[config.mk]
export PLATFORM = sky130hd
export DESIGN_NAME = multicycle_control
export DESIGN_NICKNAME = d
export VERILOG_FILES = /design/src/rtl/multicycle_control.sv
export SDC_FILE = /design/constraint.sdc
export NUM_CORES = 1
export LEC_CHECK = 0
export ABC_CLOCK_PERIOD_IN_PS = 3200
export CAP_MARGIN = 20
export CORE_MARGIN = 2
export CORE_UTILIZATION = 40
export CTS_CLUSTER_SIZE = 8
export DETAILED_ROUTE_END_ITERATION = 10
export PLACE_DENSITY = 0.84
export SLEW_MARGIN = 20
export SYNTH_ARGS = -nofsm -noshare
export SYNTH_HDL_FRONTEND = slang
export SYNTH_SLANG_ARGS = --single-unit
[constraint.sdc]
create_clock -name clk -period 3.2 [get_ports clk]
set_clock_uncertainty 0.1 [all_clocks]
set_input_delay 0.32 -clock clk [delete_from_list [all_inputs] [get_ports clk]]
set_output_delay 0.32 -clock clk [all_outputs]
set_load 0.05 [all_outputs]
[src/rtl/multicycle_control.sv]
// Main controller for the multi-cycle 32-bit datapath.
// It is a Moore FSM that steps each instruction through fetch, decode,
// execute, memory and writeback, and it decodes the ALU operation.
// Holding reset high forces every output to zero.
`timescale 1ns/1ps

module multicycle_control #(
  parameter int STATE_W = 4,
  parameter bit ADDI_EN = 1'b1
) (
  input  logic               clk,
  input  logic               reset,
  input  logic [5:0]         opcode,
  input  logic [5:0]         funct,
  input  logic               zero,
  output logic               PCWrite,
  output logic               PCWriteCond,
  output logic               IorD,
  output logic               MemRead,
  output logic               MemWrite,
  output logic               IRWrite,
  output logic               MemtoReg,
  output logic               RegDst,
  output logic               RegWrite,
  output logic               ALUSrcA,
  output logic [1:0]         ALUSrcB,
  output logic [1:0]         PCSource,
  output logic [2:0]         ALUop,
  output logic               illegalOp,
  output logic [STATE_W-1:0] stateOut
);

  typedef enum logic [3:0] {
    FETCH  = 4'd0,
    DECODE = 4'd1,
    MEMADR = 4'd2,
    MEMRD  = 4'd3,
    MEMWB  = 4'd4,
    MEMWR  = 4'd5,
    EXEC   = 4'd6,
    RWB    = 4'd7,
    BRANCH = 4'd8,
    JUMP   = 4'd9,
    ADDIEX = 4'd10,
    ADDIWB = 4'd11
  } state_t;

  localparam logic [5:0] OP_RTYPE = 6'b000000;
  localparam logic [5:0] OP_LW    = 6'b100011;
  localparam logic [5:0] OP_SW    = 6'b101011;
  localparam logic [5:0] OP_BEQ   = 6'b000100;
  localparam logic [5:0] OP_J     = 6'b000010;
  localparam logic [5:0] OP_ADDI  = 6'b001000;

  state_t state_q, state_d;

  // The controller never uses the zero flag itself. Whoever consumes
  // PCWriteCond gates it with zero, so the flag is only tied off here.
  logic zeroUnused;
  assign zeroUnused = zero;

  logic       opLegal;
  logic       functLegal;
  logic [2:0] functAluOp;

  // State register. A synchronous reset sends the FSM back to FETCH, which
  // abandons any instruction that is in progress.
  always_ff @(posedge clk) begin
    if (reset) state_q <= FETCH;
    else       state_q <= state_d;
  end

  // Decode the opcode and funct fields that the DECODE and EXEC states use.
  always_comb begin
    opLegal    = 1'b0;
    functLegal = 1'b1;
    functAluOp = 3'b010;
    case (opcode)
      OP_RTYPE, OP_LW, OP_SW, OP_BEQ, OP_J: opLegal = 1'b1;
      OP_ADDI:                              opLegal = ADDI_EN;
      default:                              opLegal = 1'b0;
    endcase
    case (funct)
      6'b100000: functAluOp = 3'b010;
      6'b100010: functAluOp = 3'b110;
      6'b100100: functAluOp = 3'b000;
      6'b100101: functAluOp = 3'b001;
      6'b101010: functAluOp = 3'b111;
      default:   functLegal = 1'b0;
    endcase
  end

  // Next-state logic. Only DECODE and MEMADR look at the opcode.
  always_comb begin
    state_d = FETCH;
    case (state_q)
      FETCH:  state_d = DECODE;
      DECODE: begin
        case (opcode)
          OP_RTYPE:     state_d = EXEC;
          OP_LW, OP_SW: state_d = MEMADR;
          OP_BEQ:       state_d = BRANCH;
          OP_J:         state_d = JUMP;
          OP_ADDI:      state_d = ADDI_EN ? ADDIEX : FETCH;
          default:      state_d = FETCH;
        endcase
      end
      MEMADR: state_d = (opcode == OP_LW) ? MEMRD : MEMWR;
      MEMRD:  state_d = MEMWB;
      EXEC:   state_d = RWB;
      ADDIEX: state_d = ADDIWB;
      default: state_d = FETCH;
    endcase
  end

  // Outputs come from the registered state. Reset overrides all of them, so
  // no write enable can fire while reset is high.
  always_comb begin
    PCWrite     = 1'b0;
    PCWriteCond = 1'b0;
    IorD        = 1'b0;
    MemRead     = 1'b0;
    MemWrite    = 1'b0;
    IRWrite     = 1'b0;
    MemtoReg    = 1'b0;
    RegDst      = 1'b0;
    RegWrite    = 1'b0;
    ALUSrcA     = 1'b0;
    ALUSrcB     = 2'b00;
    PCSource    = 2'b00;
    ALUop       = 3'b000;
    illegalOp   = 1'b0;
    stateOut    = '0;
    if (!reset) begin
      stateOut[3:0] = state_q;
      case (state_q)
        FETCH: begin
          MemRead = 1'b1;
          IRWrite = 1'b1;
          PCWrite = 1'b1;
          ALUSrcB = 2'b01;
          ALUop   = 3'b010;
        end
        DECODE: begin
          ALUSrcB   = 2'b11;
          ALUop     = 3'b010;
          illegalOp = ~opLegal;
        end
        MEMADR, ADDIEX: begin
          ALUSrcA = 1'b1;
          ALUSrcB = 2'b10;
          ALUop   = 3'b010;
        end
        MEMRD: begin
          MemRead = 1'b1;
          IorD    = 1'b1;
        end
        MEMWB: begin
          RegWrite = 1'b1;
          MemtoReg = 1'b1;
        end
        MEMWR: begin
          MemWrite = 1'b1;
          IorD     = 1'b1;
        end
        EXEC: begin
          ALUSrcA   = 1'b1;
          ALUop     = functAluOp;
          illegalOp = ~functLegal;
        end
        RWB: begin
          RegWrite = 1'b1;
          RegDst   = 1'b1;
        end
        BRANCH: begin
          ALUSrcA     = 1'b1;
          ALUop       = 3'b110;
          PCWriteCond = 1'b1;
          PCSource    = 2'b01;
        end
        JUMP: begin
          PCWrite  = 1'b1;
          PCSource = 2'b10;
        end
        ADDIWB: begin
          RegWrite = 1'b1;
        end
        default: ;
      endcase
    end
  end

endmodule

==> results.toml <==
[die]
row_count = 14
core_mm2 = 0.00151
count_of_pins_on_the_block_boundary = 37
die_h_um = 43.9
die-width_um = 43.9
floorplan.initialDensity_pct = 42.4
die_area_mm2 = 0.00193

[clock_tree]
clock_sinks = 4
clock_slew_at_the_register_clock_pins_of_the_worst_setup_and_hold_paths_ns = 0.03
cts_setup_buffers = 0
maximum_clock_path_buffer_count = 2
numCtsBuffers = 3
post_cts_hold_buffer_count = 0
post_cts_resize_count = 0
clockRootBuffer = "sky130_fd_sc_hd__clkbuf_4"
cts-htree-levels = 1
clkLatencyLatePin_ns = 0.22
cts_tree = "done"

[timing]
grt_setup_unrepaired = "no"
finalCriticalPeriod_ns = 2.70
relSlewSlack_pct = 65.3
timing.final.ws_setup_ns = 0.500
setup_viol_count_final = 0
final_min_period_over_clock_period_pct = 84.4
hold_violations = 0
maxClockFrequency_ghz = 0.370
worst-slew-pin-transition_ns = 0.519
setup_total_negative_slack_ns = 0
final-max-slew-violation-count = 0

[critical_path]
critical_path_required_ns = 2.78
flop2flop_setup_slack_ns = 1.58
crit_path_arrival_time_ns = 2.28
reg2reg_depth = 4
critPathLaunchType = "input port"
cp-endpoint = "RegDst"
end_kind = "primary output"
r2r-start = "state_q[3]$_SDFF_PP0_"
crit_path_start = "reset"
worst-path-max-fanout = 11
start_to_end_type_of_the_worst_setup_path = "in -> out"
r2r-end = "state_q[1]$_SDFF_PP0_"

[place]
portBuffers = 35
instance_area_at_placement_um2 = 947
dp_hpwl_um = 1430
placed_cell_count = 136
place.gp.congestion = 0.872
preCtsSetupSlack_ns = 0.503

[yosys]
synth-edff-count = 0
async_reset_ff_share_pct = 0
xor_xnor_cell_area_share_of_the_yosys_netlist_pct = 4.12
synthMuxAreaShare_pct = 1.57
syn_inst = 93
synth-adder-area-share_pct = 1.76
largest_family_of_logic_cells_by_synthesized_area = "simple AND/OR/NAND/NOR gates"
synth_cell_types = 39
synth_area_per_cell_um2 = 6.86
synthesis.nets = 108
post_synth_instance_area_um2 = 638
synth-main-ff-cell = "sky130_fd_sc_hd__dfxtp_1"
post_synth_and_or_nand_nor_area_fraction_pct = 53.7
synth-seq-area-share_pct = 12.5
area_fraction_in_compound_gates_after_synthesis_pct = 17.6
yosys_register_bits = 4
ys.warnings.count = 0

[detailed_routing]
vias_per_cell = 5.72
detailroute.via_count = 795
wl_um = 1790
route.detailed.drc = 0
firstDrtPassIters = 4
antenna_left = 0
drt_iter0_markers = 7
post_drt_wl_per_cell_um = 12.8

[power_and_ir_drop]
report.power.total_mw = 0.207
power_density_normalized_to_cell_area_mw_per_mm2 = 214
leakage_nw = 0.343
vdd_drop_max_mv = 0.150

[worst_hold_path]
hold_path.class = "reg -> reg"
hold_path.startpoint = "state_q[2]$_SDFF_PP0_"

[finish]
layout.cells.non_filler = 139
post_route_standard_cell_area_excluding_fillers_um2 = 970
largestRegisters = "state_q: 4 flops"
largest_register_ff_count = 4
fill_cells = 147
layout.area.seq_um2 = 80.1
area_growth_pct = 52.0
n_antenna_cell = 0
largest-register = "state_q"
final_nets = 140
multiInputGateArea_um2 = 503
layout-drive-gt1-share_pct = 16.3

[global_route]
antenna_found_initial = 0
grt_start_max_net_pins = 16
grt_util_all_layers_pct = 19.6
grt-ovfl-total = 0
grt_pass1_wl_um = 2920
first_global_vias = 696

[status]
outcome = "completed"

[job]
timing.max_cap.violations = 0
## stage by stage
| step | hold slack, ns | utilization, % |
|---|---|---|
| after floorplan | 0.384 | - |
| after global placement | 0.608 | 62.9 |
| after detailed placement | 0.626 | 62.9 |
| after CTS | 0.633 | 64.4 |
| after global routing | 0.657 | 64.4 |
| final | 0.643 | 64.4 |
## power by group
group	switching (mW)	internal, mW
Combinational	0.0538	0.0385
Clock	0.0168	0.0417
Sequential	0.00461	0.0515
Total	0.0753	0.132
## cell usage in the layout, fill, tap and decap left out, types with 3 or more instances in the layout
cell type                         Yosys  final
sky130_fd_sc_hd__a21oi_1              5      5
sky130_fd_sc_hd__buf_4                2      8
sky130_fd_sc_hd__clkbuf_4             0      3
sky130_fd_sc_hd__clkdlybuf4s50_1      0     28
sky130_fd_sc_hd__dfxtp_1              4      4
sky130_fd_sc_hd__nand2_1              4      4
sky130_fd_sc_hd__nand2b_1             4      4
sky130_fd_sc_hd__nand3_1              3      3
sky130_fd_sc_hd__nor2_1              13     13
sky130_fd_sc_hd__nor2b_1              5      5
sky130_fd_sc_hd__nor3_1               8      8
sky130_fd_sc_hd__or3_1                3      3
sky130_fd_sc_hd__xor2_1               3      3
## worst min-delay path by stage
stage | to | slack [ns] | cells after the start
after floorplan | state_q[0]$_SDFF_PP0_ | 0.38 | 2
after global placement | state_q[3]$_SDFF_PP0_ | 0.61 | 1
after detailed placement | state_q[3]$_SDFF_PP0_ | 0.63 | 1
after CTS | state_q[3]$_SDFF_PP0_ | 0.63 | 1
after global routing | state_q[3]$_SDFF_PP0_ | 0.66 | 1
final | state_q[3]$_SDFF_PP0_ | 0.64 | 1
## routing by layer
layer / wire length [um] / global-route usage [%]
met1: 739 / 21.7
met2: 927 / 39.1
met3: 118 / 1.67
met5: 0 / 0
met4: 0 / 4.24
## cell families (layout without fill, tap and decap cells)
family                   Yosys count  after routing
AND/OR/NAND/NOR                   57             57
AO/OA/AOI/OAI                     17             17
buffers and inverters             10             40
flip-flops                         4              4
XOR/XNOR                           3              3
adder cells (fa/ha/maj)            1              1
multiplexers                       1              1
## critical path, stage by stage
cell                              delay, ns
sky130_fd_sc_hd__clkdlybuf4s50_1       0.61
sky130_fd_sc_hd__nor2b_1               0.27
sky130_fd_sc_hd__nor3b_1               0.23
sky130_fd_sc_hd__clkdlybuf4s50_1       0.85
## Yosys cell counts, types with 2 or more instances
| cell | n | share of area [%] |
|---|---|---|
| sky130_fd_sc_hd__clkbuf_1 | 4 | 2.4 |
| sky130_fd_sc_hd__nand2_1 | 4 | 2.4 |
| sky130_fd_sc_hd__xor2_1 | 3 | 4.1 |
| sky130_fd_sc_hd__a21oi_1 | 5 | 3.9 |
| sky130_fd_sc_hd__o21ai_0 | 2 | 1.6 |
| sky130_fd_sc_hd__dfxtp_1 | 4 | 13 |
| sky130_fd_sc_hd__nor2b_1 | 5 | 4.9 |
| sky130_fd_sc_hd__nor3_1 | 8 | 6.3 |
| sky130_fd_sc_hd__nand4_1 | 2 | 2.0 |
| sky130_fd_sc_hd__or3_1 | 3 | 2.9 |
| sky130_fd_sc_hd__nor3b_1 | 2 | 2.4 |
| sky130_fd_sc_hd__buf_2 | 2 | 1.6 |
| sky130_fd_sc_hd__nand3_1 | 3 | 2.4 |
| sky130_fd_sc_hd__buf_4 | 2 | 2.4 |
| sky130_fd_sc_hd__nor4_1 | 2 | 2.0 |
| sky130_fd_sc_hd__nand2b_1 | 4 | 3.9 |
| sky130_fd_sc_hd__o22ai_1 | 2 | 2.0 |
| sky130_fd_sc_hd__or2_1 | 2 | 2.0 |
| sky130_fd_sc_hd__nor4_2 | 2 | 3.9 |
| sky130_fd_sc_hd__nor2_1 | 13 | 7.6 |
## layout make-up
cell class	instances	area share [%]
multi-input combinational	79	51.9
clock buffer	3	2.32
inverter	1	0.387
tap	16	2.06
sequential	4	8.26
timing repair buffer	36	35.1
Note: power is estimated with default switching activity, not from simulation.
